==> config.mk <==
export PLATFORM = sky130hd
export DESIGN_NAME = mem_ctrl
export DESIGN_NICKNAME = d
export VERILOG_FILES = /design/src/rtl/mem_ctrl_pkg.sv /design/src/rtl/mem_ram.sv /design/src/rtl/mem_ctrl.sv
export SDC_FILE = /design/constraint.sdc
export NUM_CORES = 2
export LEC_CHECK = 0
export BUFFER_PORTS_ARGS = -buffer_cell sky130_fd_sc_hd__clkbuf_2
export CAP_MARGIN = 25
export CORE_ASPECT_RATIO = 1.25
export CORE_MARGIN = 2
export CORE_UTILIZATION = 53
export CTS_BUF_LIST = sky130_fd_sc_hd__clkbuf_16
export DETAILED_ROUTE_END_ITERATION = 8
export GPL_ROUTABILITY_DRIVEN = 0
export PLACE_DENSITY_LB_ADDON = 0.12
export SLEW_MARGIN = 20
export SYNTH_ARGS = -nofsm -noshare
export SYNTH_HDL_FRONTEND = slang
export SYNTH_HIERARCHICAL = 1
export SYNTH_SLANG_ARGS = --single-unit
==> constraint.sdc <==
create_clock -name clk -period 7.09 [get_ports clk]
set_input_delay 1.418 -clock clk [delete_from_list [all_inputs] [get_ports clk]]
set_output_delay 1.418 -clock clk [all_outputs]
set_load 0.005 [all_outputs]
==> src/rtl/mem_ctrl_pkg.sv <==
// mem_ctrl_pkg: shared processor defines for the memory sequencer and the
// datapath registers. Holds the opcode/address field widths, the wait
// counter width, the sequencer state encoding and a RAM index-width helper.
package mem_ctrl_pkg;

  localparam int OP_W   = 8;   // opcode field width
  localparam int ADDR_W = 8;   // address field width
  localparam int CNT_W  = 4;   // wait-state counter width

  typedef enum logic [1:0] {
    S_IDLE = 2'd0,
    S_WAIT = 2'd1,
    S_XFER = 2'd2,
    S_DONE = 2'd3
  } mem_state_e;

  // Index width for a RAM of 'depth' words (at least 1 bit).
  function automatic int unsigned ram_addr_bits(input int unsigned depth);
    return (depth > 1) ? $clog2(depth) : 1;
  endfunction

endpackage

==> src/rtl/mem_ram.sv <==
// mem_ram: single-port synchronous RAM, DEPTH words of DW bits.
// Ports:
//   clk     - clock, posedge
//   nrst    - synchronous active-low reset (read register only)
//   we      - write enable; wdata written to mem[addr] at the edge
//   re      - read enable; registers mem[addr] (or zero) into rdata
//   rd_zero - with re, load zero instead of the array word
//   addr    - word index
//   wdata   - write data
//   rdata   - registered read data, holds until the next read
// The array itself has no reset.
module mem_ram #(
  parameter int DW    = 16,
  parameter int DEPTH = 256,
  parameter int AW    = 8
) (
  input  logic          clk,
  input  logic          nrst,
  input  logic          we,
  input  logic          re,
  input  logic          rd_zero,
  input  logic [AW-1:0] addr,
  input  logic [DW-1:0] wdata,
  output logic [DW-1:0] rdata
);

  logic [DW-1:0] mem [DEPTH];

  always_ff @(posedge clk) begin
    if (we) begin
      mem[addr] <= wdata;
    end
  end

  always_ff @(posedge clk) begin
    if (!nrst) begin
      rdata <= '0;
    end else if (re) begin
      rdata <= rd_zero ? '0 : mem[addr];
    end
  end

endmodule

==> src/rtl/mem_ctrl.sv <==
// mem_ctrl: memory access sequencer in front of the memory data register.
// Accepts one read/write request in IDLE, inserts WAIT_CYC wait states,
// performs the access on mem_ram in XFER and signals completion in DONE.
// Ports:
//   clk, nrst  - clock (posedge) and synchronous active-low reset
//   mem_req    - access request, sampled only in IDLE
//   mem_we     - 1 = write, 0 = read, sampled with mem_req
//   mar_addr   - access address, captured on accept
//   wdata      - write data, captured on accept
//   mem_busy   - high from the cycle after accept through DONE
//   mem_done   - one-cycle completion pulse
//   mem_err    - with mem_done when the address is >= DEPTH
//   mdr_load   - one-cycle pulse on read completion
//   mem_bus    - registered read data, holds the last read value
module mem_ctrl
  import mem_ctrl_pkg::*;
#(
  parameter int OP       = OP_W,
  parameter int ADDR     = ADDR_W,
  parameter int DEPTH    = 256,
  parameter int WAIT_CYC = 2
) (
  input  logic              clk,
  input  logic              nrst,
  input  logic              mem_req,
  input  logic              mem_we,
  input  logic [ADDR-1:0]   mar_addr,
  input  logic [OP+ADDR-1:0] wdata,
  output logic              mem_busy,
  output logic              mem_done,
  output logic              mem_err,
  output logic              mdr_load,
  output logic [OP+ADDR-1:0] mem_bus
);

  localparam int DW = OP + ADDR;
  localparam int AW = ram_addr_bits(DEPTH);
  localparam logic [ADDR:0]      DEPTH_V = (ADDR+1)'(DEPTH);
  localparam logic [CNT_W-1:0]   WAIT_V  = CNT_W'(WAIT_CYC);

  mem_state_e       state, state_nx;
  logic [CNT_W-1:0] cnt;
  logic [ADDR-1:0]  addr_q;
  logic             we_q;
  logic [DW-1:0]    wdata_q;
  logic             accept;
  logic             in_range;
  logic             ram_we;
  logic             ram_re;

  assign in_range = ({1'b0, addr_q} < DEPTH_V);

  always_comb begin
    state_nx = state;
    accept   = 1'b0;
    case (state)
      S_IDLE: begin
        if (mem_req) begin
          accept   = 1'b1;
          state_nx = (WAIT_V == '0) ? S_XFER : S_WAIT;
        end
      end
      S_WAIT:  if (cnt == CNT_W'(1)) state_nx = S_XFER;
      S_XFER:  state_nx = S_DONE;
      S_DONE:  state_nx = S_IDLE;
      default: state_nx = S_IDLE;
    endcase
  end

  // Status outputs are registered from the next state so that they line
  // up with the state they describe without any input-to-output path.
  always_ff @(posedge clk) begin
    if (!nrst) begin
      state    <= S_IDLE;
      cnt      <= '0;
      addr_q   <= '0;
      we_q     <= 1'b0;
      wdata_q  <= '0;
      mem_busy <= 1'b0;
      mem_done <= 1'b0;
      mem_err  <= 1'b0;
      mdr_load <= 1'b0;
    end else begin
      state <= state_nx;
      if (accept) begin
        addr_q  <= mar_addr;
        we_q    <= mem_we;
        wdata_q <= wdata;
        cnt     <= WAIT_V;
      end else if (state == S_WAIT) begin
        cnt <= cnt - 1'b1;
      end
      mem_busy <= (state_nx != S_IDLE);
      mem_done <= (state_nx == S_DONE);
      mdr_load <= (state_nx == S_DONE) && !we_q;
      mem_err  <= (state_nx == S_DONE) && !in_range;
    end
  end

  // A write coinciding with reset is dropped; out-of-range accesses never
  // touch the array and out-of-range reads return zero.
  assign ram_we = nrst && (state == S_XFER) && we_q && in_range;
  assign ram_re = (state == S_XFER) && !we_q;

  mem_ram #(
    .DW    (DW),
    .DEPTH (DEPTH),
    .AW    (AW)
  ) u_ram (
    .clk     (clk),
    .nrst    (nrst),
    .we      (ram_we),
    .re      (ram_re),
    .rd_zero (!in_range),
    .addr    (addr_q[AW-1:0]),
    .wdata   (wdata_q),
    .rdata   (mem_bus)
  );

endmodule
# Yosys cells after proc, flatten, opt, wreduce, memory -nomap -nowiden
# Memories as Yosys holds them, arrays and structs flattened. A register that Yosys moved wholly into a read port is not among the register bits.
# Cells that the tools add are included.
dict set report totals {
  rom_bits 0
  elab_cells 36
  memories 1
  mem_bits_rw 4096
  ff_bits 34
  input_bits 28
  output_inout_bits 20
  latchBits 0
}
# memory words word_bits read_ports rd_clocked_by_memory_dff write_ports line
set memory_table {}
lappend memory_table {u_ram.mem 256 16 1 1 1 mem_ram.sv:27} ;# logic [DW-1:0] mem [DEPTH];
dict set report op_classes {
  eq_ne 5
  n_addsub 1
  reduce_logical 10
  div 0
  shift 0
  mux 9
  multipliers 0
  bitwise 1
  order_cmp 0
}
# operator n
set ops {}
lappend ops {{$mux W2} 4}
lappend ops {{$pmux W2 S4} 1}
lappend ops {{$eq A2 B2 Y1 const B} 3}
lappend ops {{$eq A4 B1 Y1 const B} 1}
lappend ops {{$logic_and A1 B1 Y1} 4}
lappend ops {{$mux W1} 4}
lappend ops {{$reduce_bool A2 Y1} 2}
lappend ops {{$sub A4 B1 Y4 const B} 1}
lappend ops {{$eq A2 B1 Y1 const B} 1}
lappend ops {{$logic_not A1 Y1} 2}
lappend ops {{$logic_not A2 Y1} 1}
lappend ops {{$reduce_or A2 Y1} 1}
lappend ops {{$not A1 Y1} 1}

# Depth between registers and ports, before layout
dict set report logic_depth {
  word_depth 5
  ltp_mapped 13
  ltp_nobuf 8
}

# Hierarchy
# Netlist, hierarchy kept.
# mod instances cells_per_inst seq_area_each_um2 area_each_um2
set modules_own_cells {}
lappend modules_own_cells {mem_ram 1 7230 123318.3 157130.7}
lappend modules_own_cells {mem_ctrl 1 159 680.7 1395.1}

# Worst setup path before layout
# OpenSTA, ideal clock, no wires.
dict set report synth_path {
  kind {flip-flop to flip-flop}
  from {register wdata_q[0]}
  to {memory u_ram.mem[0][0] (data pin)}
  path_stages_with_launch 1
  setup_time_ps 856
  t_arrival_ps 3397
  slack_ps 2837
  required_time_ps 6234
  path_buffers 0
  period_less_slack_ps 4253
  path_cell_list {dfxtp_1}
}
# item line
set synth_lines {}
lappend synth_lines {{start, declared} mem_ctrl.sv:45} ;# logic [DW-1:0] wdata_q;
lappend synth_lines {{start signal, assigned} mem_ctrl.sv:88} ;# wdata_q <= wdata;
lappend synth_lines {{end, declared} mem_ram.sv:27}
# Straight into the memory's write port.

==> impl_metrics.env <==
export IMPL_powerDensity_nw_per_um2=284
export IMPL_dieArea_sq_um=304000
export IMPL_path_clk_slew_ps=60
export IMPL_yosysTopAreaCellShare=0.776
export IMPL_synth_compound_area_frac=0.0357
export IMPL_numPortBuffers=46
export IMPL_start_kind="flip-flop"
export IMPL_rows=224
export IMPL_clkLatencyLatePin_ps=930
export IMPL_synthMuxAreaShare=0.145
export IMPL_firstDrtPassIters=8
export IMPL_status="finished, violations left"
export IMPL_viasPerCell=6.44
export IMPL_ant_nets=0
export IMPL_p_clk_frac=0.411
export IMPL_cts_tree="done"
export IMPL_ys_dominant_reg_cell="edfxtp_1"
export IMPL_relSlewSlack=0.150
export IMPL_avgSynthCellArea_sq_um=21.5
export IMPL_syn_to_final_growth_pct=12.6
export IMPL_use_met3=0.0462
export IMPL_yosysTopAreaCell="edfxtp_1"
export IMPL_yosys_area_share_simple=0.0227
export IMPL_cts_sinks=4146
export IMPL_failed_checks="DRC"
export IMPL_period_minus_slack_ps=5110
export IMPL_worstReg2RegStart="addr_q[0]"
export IMPL_critPathArrivalTime_ps=5940
export IMPL_worstHoldStart="cnt[1]"
export IMPL_synthAdderAreaFrac=0.000158
export IMPL_synth_edf_count=4096
export IMPL_track_usage=0.275
export IMPL_ioPinCount=48
export IMPL_core_sq_um=298000
export IMPL_rsz0062_at_grt="no"
export IMPL_synth_top_family_by_area="multiplexers"
export IMPL_power_frac_comb=0.053
export IMPL_num_vias=78000
export IMPL_grt_max_degree=173
export IMPL_grt_pass1_wl_mm=592
export IMPL_power_switching_uw=11000
export IMPL_leakage_uw=0.0543
export IMPL_synthArstFlopShare=0
export IMPL_grt_overflow=0
export IMPL_first_iter_violations=9770
export IMPL_dpl_hpwl_mm=254
export IMPL_synth_area_sq_um=159000
export IMPL_vdd_drop_max_uv=293
export IMPL_hp_class="reg2reg"
export IMPL_path_class="reg2reg"
export IMPL_synth_area_top_cells="edfxtp_1, mux4_2, mux2i_1, a22oi_1, nor2_1"
export IMPL_post_cts_buffers=0
export IMPL_final_net_count=7856
export IMPL_synth_commonest_cells="edfxtp_1, mux4_2, mux2i_1"
export IMPL_internal_power_uw=39800
export IMPL_met1_usage=0.376
export IMPL_root_buffer="clkbuf_16"
export IMPL_syn_inst=7389
export IMPL_htree_num_levels=5
export IMPL_tns_ps=0
export IMPL_chipHeight_um=615
export IMPL_grtUsageMet2=0.449
export IMPL_die_w_um=493
export IMPL_synthXorXnorAreaFrac=0
export IMPL_critPathLaunch="addr_q[0]"
export IMPL_finalSetupViolCount=0
export IMPL_clockBufferDepth=4
export IMPL_crit_path_max_fanout=30
export IMPL_routed_wl_mm=419
export IMPL_start_util=0.533
export IMPL_hold_violations=0
export IMPL_grt_pass1_vias=78200
export IMPL_antenna_found_initial=14
export IMPL_drc_errors=4
export IMPL_yosysUniqueCellTypes=62
export IMPL_yosysSeqAreaShare=0.782
export IMPL_synth_most_common_cell="edfxtp_1"
export IMPL_worst_slew_pin_slew_ps=1270
export IMPL_swShare=0.216
export IMPL_busiest_layer="met2"
export IMPL_seqPwrFrac=0.536
export IMPL_n_fill_cell=21000
export IMPL_clock_skew_ps=60.0
export IMPL_cts_hold_fix_buffers=0
export IMPL_synth_seq_cells=4146
export IMPL_numCtsBuffers=399
export IMPL_yosysWarningCount=6
export IMPL_drive_gt1_frac=0.247
export IMPL_fin_hold_ws_ps=542
export IMPL_ctsResizeCount=0
export IMPL_drv_slew=0
export IMPL_max_freq_ghz=0.196
export IMPL_max_cap_violations=0
export IMPL_worstPathRequired_ps=7910
export IMPL_critPathCaptureType="flip-flop"
export IMPL_wl_per_cell_um=34.6
export IMPL_fin_crit_sh=0.721
cell families after synthesis:
kind of cell,after synthesis
compound gates,755
flops,4146
simple gates,796
fa+ha+maj,2
mux,1232
other cells,1
buf+inv,457
path summary, 6_finish.rpt:
path	to	slack, ps	cells after the start
setup / recovery	u_ram/rdata[14]	1980	8
hold / removal	cnt[1]	540	1
setup reg to reg	u_ram/rdata[14]	1980	8
hold reg to reg	cnt[1]	540	1
stage by stage:
step	setup slack (ps)	util	cell area, sq um	power, uW	std cells
global route	1970	0.600	179000	52100	12100
global placement	1490	0.556	165000	30300	11400
CTS	2050	0.600	178000	51000	12100
detailed placement	2000	0.557	166000	30400	11400
floorplan	2840	-	159000	29300	7391
finish	1980	0.600	179000	50800	12100
area by class of cell:
class                   instances  area [sq um]  area share
well taps                    3955          4950      0.0277
repair buffers                486          4050      0.0227
flip-flops and latches       4146        124000       0.695
clock buffers                 404         10100      0.0566
inverters                       5          18.8    0.000105
clock inverters               321          2660      0.0149
diodes                          5          12.5   0.0000701
multi-input cells            2788         32600       0.183
sequential cells by signal, indices dropped and copies added (netlist names):
signal and count:
u_ram/mem 4096, u_ram/rdata 16, wdata_q 16, addr_q 8, cnt 4, state 2
mdr_load 1, mem_busy 1, mem_done 1, we_q 1
power groups by stage:
stage / clock network (uW) / registers (uW) / logic [uW]
global route: 22100 / 27200 / 2780
detailed placement: 0 / 27700 / 2680
global placement: 0 / 27700 / 2610
finish: 20900 / 27200 / 2680
CTS: 21200 / 27200 / 2680
floorplan: 0 / 27900 / 1420
layout by cell type, fill, tap and decap left out, types with 80 or more instances in the layout:
cell type,n
edfxtp_1,4096
mux4_2,849
clkbuf_16,404
buf_4,394
mux2i_1,382
a22oi_1,299
nor2_1,250
nand2_1,195
nand3_1,123
clkinv_1,100
a21oi_1,82
a221oi_1,80
worst max-delay path, stage by stage (launching register included):
cell and delay [ps]:
dfxtp_4 950, buf_4 630, mux4_2 580, a22o_1 260
a221oi_1 550, nand3_1 260, a22oi_1 980, a41oi_1 350
a221o_1 350
metal layers:
layer	vias to the layer above	part of all wire
li1	32000	-
met5	-	0
met1	42100	0.38
met2	3340	0.50
met3	589	0.078
met4	0	0.040
Note: power is estimated with default switching activity, not from simulation.
